--- src/rtl/fft_dit_stage_controller.sv ---
// Address/strobe sequencer for an in-place radix-2 DIT FFT.
// One butterfly issue per two cycles, write-back delayed by WB_DELAY.
module fft_dit_stage_controller #(
    parameter int N        = 8,
    parameter int LOG2N    = 3,
    parameter int WB_DELAY = 6
) (
    input  logic             clk,
    input  logic             rst,
    input  logic             start,
    output logic             busy,
    output logic             done,
    output logic             rd_en,
    output logic [LOG2N-1:0] rd_addr0,
    output logic [LOG2N-1:0] rd_addr1,
    output logic [LOG2N-2:0] tw_addr,
    output logic             wr_en,
    output logic [LOG2N-1:0] wr_addr0,
    output logic [LOG2N-1:0] wr_addr1,
    output logic [LOG2N-1:0] stage
);

    localparam int BW = LOG2N - 1;

    typedef enum logic [1:0] {IDLE, RUN, DRAIN, DONE} state_t;

    state_t            state, state_n;
    logic              phase;
    logic [BW-1:0]     b;
    logic [LOG2N-1:0]  stg;
    logic [LOG2N-1:0]  bx, span, j, g, a0, a1;
    logic [BW-1:0]     tw_c;
    logic [LOG2N-1:0]  a0_q, a1_q;
    logic [BW-1:0]     tw_q;
    logic              issue, last_b, last_wr, stg_last;
    logic [WB_DELAY-1:0] dl_v;
    logic [LOG2N-1:0]  dl_a0 [WB_DELAY];
    logic [LOG2N-1:0]  dl_a1 [WB_DELAY];

    always_comb begin
        bx   = {1'b0, b};
        span = LOG2N'(1) << stg;
        j    = bx & (span - LOG2N'(1));
        g    = bx >> stg;
        a0   = (g << (stg + LOG2N'(1))) | j;
        a1   = a0 + span;
        tw_c = BW'(j << (LOG2N'(LOG2N - 1) - stg));
    end

    assign issue    = (state == RUN) && !phase;
    assign last_b   = (b == BW'(N / 2 - 1));
    assign stg_last = (stg == LOG2N'(LOG2N - 1));
    // Final write of the stage is on the bus and nothing else is in flight.
    assign last_wr  = dl_v[WB_DELAY-1] && (dl_v[WB_DELAY-2:0] == '0);

    always_comb begin
        state_n = state;
        unique case (state)
            IDLE:  if (start) state_n = RUN;
            RUN:   if (issue && last_b) state_n = DRAIN;
            DRAIN: if (last_wr) state_n = stg_last ? DONE : RUN;
            DONE:  state_n = IDLE;
            default: state_n = IDLE;
        endcase
    end

    always_ff @(posedge clk) begin
        if (rst) begin
            state <= IDLE;
            phase <= 1'b0;
            b     <= '0;
            stg   <= '0;
            a0_q  <= '0;
            a1_q  <= '0;
            tw_q  <= '0;
            dl_v  <= '0;
            for (int i = 0; i < WB_DELAY; i++) begin
                dl_a0[i] <= '0;
                dl_a1[i] <= '0;
            end
        end else begin
            state <= state_n;
            phase <= ~phase;
            if (state == IDLE && start) begin
                b   <= '0;
                stg <= '0;
            end
            if (issue) begin
                b    <= last_b ? '0 : b + 1'b1;
                a0_q <= a0;
                a1_q <= a1;
                tw_q <= tw_c;
            end
            if (state == DRAIN && last_wr && !stg_last)
                stg <= stg + 1'b1;
            if (state == DONE)
                stg <= '0;
            dl_v     <= {dl_v[WB_DELAY-2:0], issue};
            dl_a0[0] <= a0;
            dl_a1[0] <= a1;
            for (int i = 1; i < WB_DELAY; i++) begin
                dl_a0[i] <= dl_a0[i-1];
                dl_a1[i] <= dl_a1[i-1];
            end
        end
    end

    assign busy     = (state == RUN) || (state == DRAIN);
    assign done     = (state == DONE);
    assign rd_en    = issue;
    assign rd_addr0 = issue ? a0 : a0_q;
    assign rd_addr1 = issue ? a1 : a1_q;
    assign tw_addr  = issue ? tw_c : tw_q;
    assign wr_en    = dl_v[WB_DELAY-1];
    assign wr_addr0 = dl_a0[WB_DELAY-1];
    assign wr_addr1 = dl_a1[WB_DELAY-1];
    assign stage    = stg;

endmodule
--- config.mk ---
export PLATFORM = sky130hd
export DESIGN_NAME = fft_dit_stage_controller
export DESIGN_NICKNAME = d
export VERILOG_FILES = /design/src/rtl/fft_dit_stage_controller.sv
export SDC_FILE = /design/constraint.sdc
export NUM_CORES = 1
export LEC_CHECK = 0
export BUFFER_PORTS_ARGS = -buffer_cell sky130_fd_sc_hd__buf_2
export CAP_MARGIN = 30
export CORE_AREA = 2 2 83 61
export DETAILED_ROUTE_END_ITERATION = 10
export DIE_AREA = 0 0 85 63
export PLACE_DENSITY = 0.66
export SETUP_SLACK_MARGIN = 0.2
export SKIP_CTS_REPAIR_TIMING = 1
export SLEW_MARGIN = 30
export SYNTH_ARGS = -nofsm -noshare
export SYNTH_HDL_FRONTEND = slang
export SYNTH_SLANG_ARGS = --single-unit
--- constraint.sdc ---
create_clock -name clk -period 4.5 [get_ports clk]
set_clock_uncertainty 0.1 [all_clocks]
set_input_delay 0.9 -clock clk [delete_from_list [all_inputs] [get_ports clk]]
set_output_delay 0.9 -clock clk [all_outputs]
set_load 0.1 [all_outputs]
# --- Word-level counts from Yosys, hierarchy flattened ---
# Memory sizes are Yosys's and may differ from the RTL's.
# Cells that the tools add are included.
op_classes:
  shifts: 4
  muxes: 28
  n_bitwise: 15
  reduce_logical: 15
  n_eq_ne: 8
  add_sub_neg: 5
op_table:
  columns: ["cell", "n"]
  rows:
  - ["3-bit 2-to-1 mux", 16]
  - ["2-bit 2-to-1 mux", 8]
  - ["1-bit bitwise OR", 12]
  - ["2-bit case mux with 4 select lines", 1]
  - ["2-bit equality test (second input constant)", 3]
  - ["1-bit logical AND", 6]
  - ["5-bit logical NOT", 1]
  - ["2-bit != test (second input constant)", 2]
  - ["2-bit nonzero test", 2]
  - ["3-bit by 1-bit adder with 3-bit output (second input constant)", 1]
  - ["3-bit adder", 1]
  - ["2-bit by 3-bit AND with 3-bit output", 1]
  - ["3-bit by 2-bit equality test with 1-bit output (second input constant)", 1]
  - ["1-bit 2-to-1 mux", 3]
  - ["3-bit bitwise OR", 1]
  - ["3-bit AND reduction", 1]
  - ["1-bit by 3-bit left shift with 3-bit output (first input constant)", 1]
  - ["3-bit by 3-bit left shift with 2-bit output", 1]
  - ["3-bit by 3-bit left shift with 3-bit output", 1]
  - ["2-bit by 3-bit right shift with 3-bit output", 1]
  - ["2-bit by 3-bit subtractor with 3-bit output (first input constant)", 1]
  - ["3-bit by 1-bit subtractor with 3-bit output (second input constant)", 1]
  - ["2-bit by 1-bit adder with 2-bit output (second input constant)", 1]
  - ["2-bit by 1-bit equality test with 1-bit output (second input constant)", 1]
  - ["6 further kinds", 7]
word_totals:
  out_inout_bits: 21
  input_bits: 3
  mem_bits_rw: 36
  mem_count: 2
  word_cells: 85
  register_bits: 22
mem_list:
  columns: ["name", "depth", "width", "read_ports", "rd_clocked_by_memory_dff", "write_ports", "line_no", "text"]
  rows:
  - ["dl_a0", 6, 3, 6, 0, 6, "37", "logic [LOG2N-1:0] dl_a0 [WB_DELAY];"]
  - ["dl_a1", 6, 3, 6, 0, 6, "38", "logic [LOG2N-1:0] dl_a1 [WB_DELAY];"]

# --- Depth between registers and ports, before layout ---
# Gate-level depths: netlist (run 1).
depth:
  depth_word: 6
  ltp_mapped: 10
  mapped_depth_nobuf: 10

# --- Least setup slack after synthesis (run 1) ---
# OpenSTA, ideal clock, no wires.
synth_timing:
  kind: "reg-to-output"
  start: "register stg[0] (netlist: stage[0])"
  end: "output rd_addr1[2]"
  arrival_ps: 4482
  t_required_ps: 3500
  n_path_buf: 0
  path_slack_ps: -982
  stages_incl_launch_ff: 11
  path_cell_list: "dfxtp_1 > inv_1 > ha_1 > nor4_1 > a32o_1 > ha_1 > inv_1 > fa_1 > xnor2_1 > xnor2_1 > a21oi_1"
synth_between:
  elab_chain_len: 6
  elab_cells_between_ends: 9
  classes_between: "add/sub (3); shift (3); mux (1); bitwise (2)"
synth_lines:
  columns: ["element", "line_no", "text"]
  rows:
  - ["start: declaration", "30", "logic [LOG2N-1:0] stg;"]
  - ["start signal: assignment", "95", "stg <= stg + 1'b1;"]
  - ["branches (longest 3 deep; another with 3-bit by 1-bit adder with 3-bit output)", null, null]
  - ["3-bit bitwise OR *", "45", "a0 = (g << (stg + LOG2N'(1))) | j;"]
  - ["via a0[0]", "31", "logic [LOG2N-1:0] bx, span, j, g, a0, a1;"]
  - ["3-bit adder *", "46", "a1 = a0 + span;"]
  - ["3-bit 2-to-1 mux *", null, null]
  - ["end: declaration", "15", "output logic [LOG2N-1:0] rd_addr1,"]
# Mark *: on every way through the listed nets, which the timed path passes.

# --- Worst setup path in the final report (run 1) ---
# Same ends and word-level chain as after synthesis.

==> results of run 1 <==
layer usage:
| layer | wire length [um] | vias up | global-route usage |
|---|---|---|---|
| met5 | 0 | - | 0 |
| met4 | 35 | 0 | 0.0655 |
| met3 | 194 | 5 | 0.0753 |
| met2 | 1470 | 25 | 0.213 |
| met1 | 1810 | 636 | 0.193 |
| li1 | - | 744 | - |
cell usage in the layout, fill, tap and decap left out, types with 2 or more instances in the layout:
master	instances
buf_2	22
o21ai_1	4
nor2_1	16
a21oi_1	5
nor2b_1	37
xor2_1	2
nand2b_1	4
nor3_2	2
a32o_1	2
clkbuf_8	11
a22oi_1	2
inv_1	9
nand4_1	2
and2_1	7
a31oi_1	2
bufinv_16	2
nand3_1	3
dfxtp_1	57
nor3_1	2
ha_1	11
xnor2_1	4
nand2_1	10
worst max-delay path: cells and delay by family (launching register included):
kind | cells | cell delay, ps
flops | 1 | 420
buf+inv | 3 | 350
xor+xnor | 2 | 500
fa+ha+maj | 3 | 890
simple gates | 1 | 200
compound gates | 2 | 370
where the power goes:
part           leakage [nW]  switching [mW]  total, mW  internal, mW
registers             0.470          0.0212      0.568         0.547
logic                 0.544           0.382      0.490         0.108
clock network         0.117           0.190      0.532         0.342
cell type report:
cell class | count | area (um^2)
Clock buffer | 12 | 155
Clock inverter | 4 | 73.8
Fill cell | 389 | 1990
Inverter | 10 | 37.5
Multi-Input combinational cell | 135 | 978
Sequential cell | 58 | 1160
Tap cell | 57 | 71.3
Timing Repair Buffer | 24 | 129
through the flow:
step	cell area, um^2	instances
after floorplan	2270	218
after global placement	2370	284
after detailed placement	2370	284
after CTS	2590	300
after global routing	2610	300
final	2610	300
sequential cells by signal, indices dropped and copies added, names as in the netlist:
register  flops
a0_q          3
phase         1
a1_q          3
tw_q          2
state         2
dl_v          6
b             2
dl_a1        18
stage         3
dl_a0        18
cells by family (layout without fill, tap and decap cells):
| logic type | after synthesis | after routing | share of synthesized area |
|---|---|---|---|
| and+or+nand+nor | 91 | 91 | 0.239 |
| adders and majority gates | 12 | 12 | 0.0706 |
| AOI/OAI and AO/OA | 24 | 24 | 0.0773 |
| muxes | 2 | 2 | 0.0112 |
| DFF | 58 | 58 | 0.520 |
| xor gates and xnor gates | 6 | 6 | 0.0235 |
| buffers and inverters | 25 | 50 | 0.0588 |
path summary, 6_finish.rpt:
kind                              to  slack, ps  cells after the start
min reg2reg  dl_a0[0][12]$_SDFF_PP0_        330                      1
max reg2reg       a1_q[2]$_SDFF_PP0_       1680                     10
min          dl_a0[0][12]$_SDFF_PP0_        330                      1
max                      rd_addr1[2]        420                     11
==> metrics.csv, run 1 <==
stage;metric;value;unit
run_status;status;completed;
floorplanning;Core Area;0.00460;mm^2
placed_design;IO buf count;23;
yosys;warnings from Yosys;0;
sta;fmax;245;MHz
clock_network;TritonCTS clock tree;yes;
floorplanning;Die Y;63;um
sta;final setup fails;0;
layout;Final Util;0.567;
critical_path;worst-path cell chain;inv_1, ha_1, nor4_2, a32o_1, ha_1, inv_1, fa_1, xnor2_1, xnor2_1, a21oi_4, buf_6;
yosys;Post-Synthesis Cell Area;0.00223;mm^2
critical_path;CP required;3500;ps
critical_path;critical path's largest stage delay;420;ps
yosys;Seq/Total Area, Yosys;0.520;
yosys;fraction of registers with async set/reset;0;
floorplanning;io pins;24;
yosys;Distinct cells, synth;40;
flow_run;Max-Cap Viols;0;
floorplanning;row count;21;
sta;Min Clock Period, post-route;4080;ps
route;Vias per Instance;4.70;
global_routing;largest net degree at the start of global routing;55;
critical_path;critical path startpoint category;flop;
clock_network;clock sinks;58;
yosys;syn_nets;233;
route;routed length per instance;11.7;um
floorplanning;Die Area;0.00536;mm^2
critical_path;Max stage delay cell, worst path;dfxtp_2;
sta;Slew Limit Headroom;0.636;
layout;share of layout cells above drive strength 1;0.230;
route;detailed-route via count;1410;
yosys;area leader, netlist;dfxtp_1;
route;DRC viols;0;
clock_network;H-tree levels;3;
sta;hold_ws;329;ps
power_and_ir_drop;total power draw;1.59;mW
floorplanning;DIE WIDTH;85;um
global_routing;GRT overflow;0;
layout;fin nets;253;
yosys;ranking of synthesized cells by area;dfxtp_1 (52%), nor2b_1 (10%), ha_1 (6.2%);
yosys;most common library cells after synthesis;dfxtp_1 (58), nor2b_1 (37), nor2_1 (17), ha_1 (11), nand2_1 (10);
yosys;top-count cell post-synth;dfxtp_1;
sta;Hold Vio Cnt, Final;0;
clock_network;Clock Path Buffers;2;
global_routing;initial antenna violation count;0;
clock_network;CTS Buf Count;9;
clock_network;clock insertion delay at the later pin of the skew report;330;ps
route;WL final;3510;um
yosys;Post-Synthesis Cells;218;
global_routing;vias in the first global route;1327;
sta;Pins Over Slew Limit;0;
floorplanning;Initial Utilization;0.486;
power_and_ir_drop;Max VDD drop;0.440;mV
route;DRT Pass-1 Iters;4;
sta;setup total negative slack;0;ps
clock_network;CTS clock-pin slew for the worst setup and hold paths;70;ps
global_routing;GRT Resource Usage Total;0.151;
critical_path;Critical Path AT;3080;ps
route;DRT iter0 DRCs;61;
hold_path;worst hold path startpoint;dl_a0[0][9]$_SDFF_PP0_;
placed_design;DP HPWL;2280;um
critical_path;worst-path maximum fanout;10;
yosys;Avg Cell Area, Syn;10.2;um^2
sta;worst slew pin tran;547;ps
placed_design;gp weighted congestion;0.856;
global_routing;first-pass GRT wire length;6110;um
sta;RSZ-0062 raised after global routing;no;
critical_path;CP endpoint kind;output pin;
layout;area grow syn2layout;16.8;%
critical_path;RR Startpoint;stage[0]$_SDFFE_PP0P_;
sta;Tcrit/Tclk final;0.906;
clock_network;CTS root buf;clkbuf_8;
sta;post-route setup slack;424;ps
yosys;number of synthesized register bits;58;
placed_design;dpl ws;535;ps
yosys;Primary FF master, synth;dfxtp_1;
yosys;Post-synth EDFFs;0;
hold_path;Hold Path Class;flop to flop;
power_and_ir_drop;leakage power;1.13;nW
yosys;post-synth top area share;0.520;
layout;# diodes;0;
critical_path;WS Path Type;flop to output pin;
critical_path;Critical Path Source;stage[0]$_SDFFE_PP0P_;
route;Post-DRT Antenna Nets;0;
power_and_ir_drop;total power density per cell area;610;mW/mm^2
Note: power is estimated with default switching activity, not from simulation.
==> run 2, diff against run 1 <==
--- a/config.mk
+++ b/config.mk
@@ -7,10 +7,11 @@
 export LEC_CHECK = 0
 export BUFFER_PORTS_ARGS = -buffer_cell sky130_fd_sc_hd__buf_2
 export CAP_MARGIN = 30
-export CORE_AREA = 2 2 83 61
+export CORE_AREA = 5 5 86 64
 export DETAILED_ROUTE_END_ITERATION = 10
-export DIE_AREA = 0 0 85 63
+export DIE_AREA = 0 0 91 69
 export PLACE_DENSITY = 0.66
+export RECOVER_POWER = 100
 export SETUP_SLACK_MARGIN = 0.2
 export SKIP_CTS_REPAIR_TIMING = 1
 export SLEW_MARGIN = 30
==> metrics.csv, run 2 (synthesized netlist as in run 1, its figures left out) <==
stage;metric;value;unit;change
global_routing;first-pass GRT wire length;6320;um;was 6110 um
clock_network;CTS clock-pin slew for the worst setup and hold paths;70;ps;about the same
clock_network;clock insertion delay at the later pin of the skew report;330;ps;about the same
power_and_ir_drop;total power draw;1.57;mW;was 1.59 mW
clock_network;H-tree levels;3;;unchanged
clock_network;CTS root buf;clkbuf_8;;unchanged
floorplanning;Die Area;0.00628;mm^2;was 0.00536 mm^2
sta;Min Clock Period, post-route;4200;ps;was 4080 ps
floorplanning;row count;21;;unchanged
flow_run;Max-Cap Viols;1;;was 0
global_routing;initial antenna violation count;0;;unchanged
clock_network;CTS Buf Count;9;;unchanged
layout;commonest non-fill, non-tap cell in the layout;dfxtp_1;;unchanged
power_and_ir_drop;leakage power;1.04;nW;was 1.13 nW
layout;most frequent cells in the layout;dfxtp_1 (56), nor2b_1 (37), clkbuf_1 (20), nor2_1 (16);;was dfxtp_1 (57), nor2b_1 (37), buf_2 (22), nor2_1 (16)
route;WL final;3730;um;was 3510 um
critical_path;R2R Setup Slk;1560;ps;was 1680 ps
sta;setup total negative slack;0;ps;unchanged
clock_network;Clock Path Buffers;2;;unchanged
global_routing;vias in the first global route;1376;;was 1,327
power_and_ir_drop;Max VDD drop;0.468;mV;was 0.440 mV
power_and_ir_drop;total power density per cell area;613;mW/mm^2;was 610 mW/mm^2
layout;Finished Layout Cells;300;;unchanged
floorplanning;Die Y;69;um;was 63 um
critical_path;Max stage delay cell, worst path;dfxtp_2;;unchanged
critical_path;WS Path Type;flop to output pin;;unchanged
route;DRC viols;0;;unchanged
critical_path;Critical Path AT;3200;ps;was 3080 ps
sta;Slew Limit Headroom;-0.447;;was 0.636
critical_path;critical path's largest stage delay;430;ps;was 420 ps
route;DRT Pass-1 Iters;4;;unchanged
sta;RSZ-0062 raised after global routing;no;;unchanged
sta;Tcrit/Tclk final;0.934;;was 0.906
sta;final setup fails;0;;unchanged
global_routing;GRT Resource Usage Total;0.128;;was 0.151
layout;Design Area, Final;0.00256;mm^2;was 0.00261 mm^2
placed_design;Placed Cells incl. Taps;284;;unchanged
layout;# diodes;0;;unchanged
hold_path;Hold Path Class;flop to flop;;unchanged
critical_path;CP endpoint kind;output pin;;unchanged
route;routed length per instance;12.4;um;was 11.7 um
floorplanning;DIE WIDTH;91;um;was 85 um
layout;multi-input combinational cell area;963;um^2;was 978 um^2
clock_network;clock sinks;58;;unchanged
global_routing;largest net degree at the start of global routing;54;;was 55
sta;fmax;238;MHz;was 245 MHz
route;Post-DRT Antenna Nets;0;;unchanged
route;DRT iter0 DRCs;52;;was 61
floorplanning;io pins;24;;unchanged
critical_path;CP required;3500;ps;about the same
route;detailed-route via count;1440;;was 1,410
run_status;failing checks;capacitance limit, slew limit;;
sta;worst slew pin tran;2170;ps;was 547 ps
placed_design;IO buf count;23;;unchanged
sta;Pins Over Slew Limit;54;;was 0
layout;share of layout cells above drive strength 1;0.136;;was 0.230
clock_network;TritonCTS clock tree;yes;;unchanged
global_routing;GRT overflow;0;;unchanged
layout;fin nets;253;;unchanged
run_status;status;complete, but fails checks;;was completed
sta;Hold Vio Cnt, Final;0;;unchanged
placed_design;placed cell areas;0.00237;mm^2;unchanged
placed_design;gp weighted congestion;0.764;;was 0.856
critical_path;worst-path maximum fanout;10;;unchanged
layout;total area of sequential cells;0.00116;mm^2;about the same
layout;fillcell total;398;;was 389
placed_design;DP HPWL;2380;um;was 2280 um
layout;area grow syn2layout;14.8;%;was 16.8%
floorplanning;Initial Utilization;0.486;;unchanged
route;Vias per Instance;4.80;;was 4.70
floorplanning;Core Area;0.00460;mm^2;unchanged
layout;biggest regs;dl_a0 (18), dl_a1 (18), dl_v (6);;unchanged
critical_path;critical path startpoint category;flop;;unchanged
critical_path;worst-path cell chain;inv_1, ha_1, nor4_4, a32o_1, ha_1, inv_1, fa_1, xnor2_1, xnor2_1, a21oi_4, clkbuf_4;;was inv_1, ha_1, nor4_2, a32o_1, ha_1, inv_1, fa_1, xnor2_1, xnor2_1, a21oi_4, buf_6
run 2: stage by stage:
stage	hold WS, ps	worst slack, ps	util
final	325	296	0.558
after global routing	349	122	0.558
after CTS	323	115	0.564
after detailed placement	320	508	0.515
after global placement	316	622	0.515
after floorplan	306	3.22	-
run 2: cell type report:
cell class                 instances  area share
sequential                        58       0.454
tap                               57      0.0278
inverter                          10      0.0146
multi-input combinational        135       0.376
clock inverter                     4      0.0288
timing repair buffer              24      0.0386
clock buffer                      12      0.0605
run 2: critical path: cells and delay by family (launching register included):
kind                     cells  cell delay [ps]
buffers and inverters        3              450
AO/OA/AOI/OAI                2              360
XOR/XNOR                     2              500
AND/OR/NAND/NOR              1              200
adder cells (fa/ha/maj)      3              940
flip-flops                   1              430
run 2: final timing paths:
check	to	depth (start not counted)	from
worst min register to register	dl_a0[0][9]$_SDFF_PP0_	1	dl_a0[0][6]$_SDFF_PP0_
worst max-delay path	rd_addr1[2]	11	stage[0]$_SDFFE_PP0P_
worst max register to register	a1_q[2]$_SDFF_PP0_	10	stage[0]$_SDFFE_PP0P_
worst min-delay path	dl_a0[0][9]$_SDFF_PP0_	1	dl_a0[0][6]$_SDFF_PP0_
run 2: where the power goes:
group | switching [mW] | total (mW) | leakage (nW) | internal [mW]
logic | 0.376 | 0.468 | 0.457 | 0.0928
registers | 0.0213 | 0.568 | 0.471 | 0.547
clock network | 0.194 | 0.536 | 0.117 | 0.342
run 2: layer usage:
metal,global-route usage,share of wire,up-vias
met4,0.0603,0.018,0
met5,0,0,-
li1,-,-,741
met3,0.0685,0.064,7
met1,0.161,0.49,653
met2,0.178,0.43,39
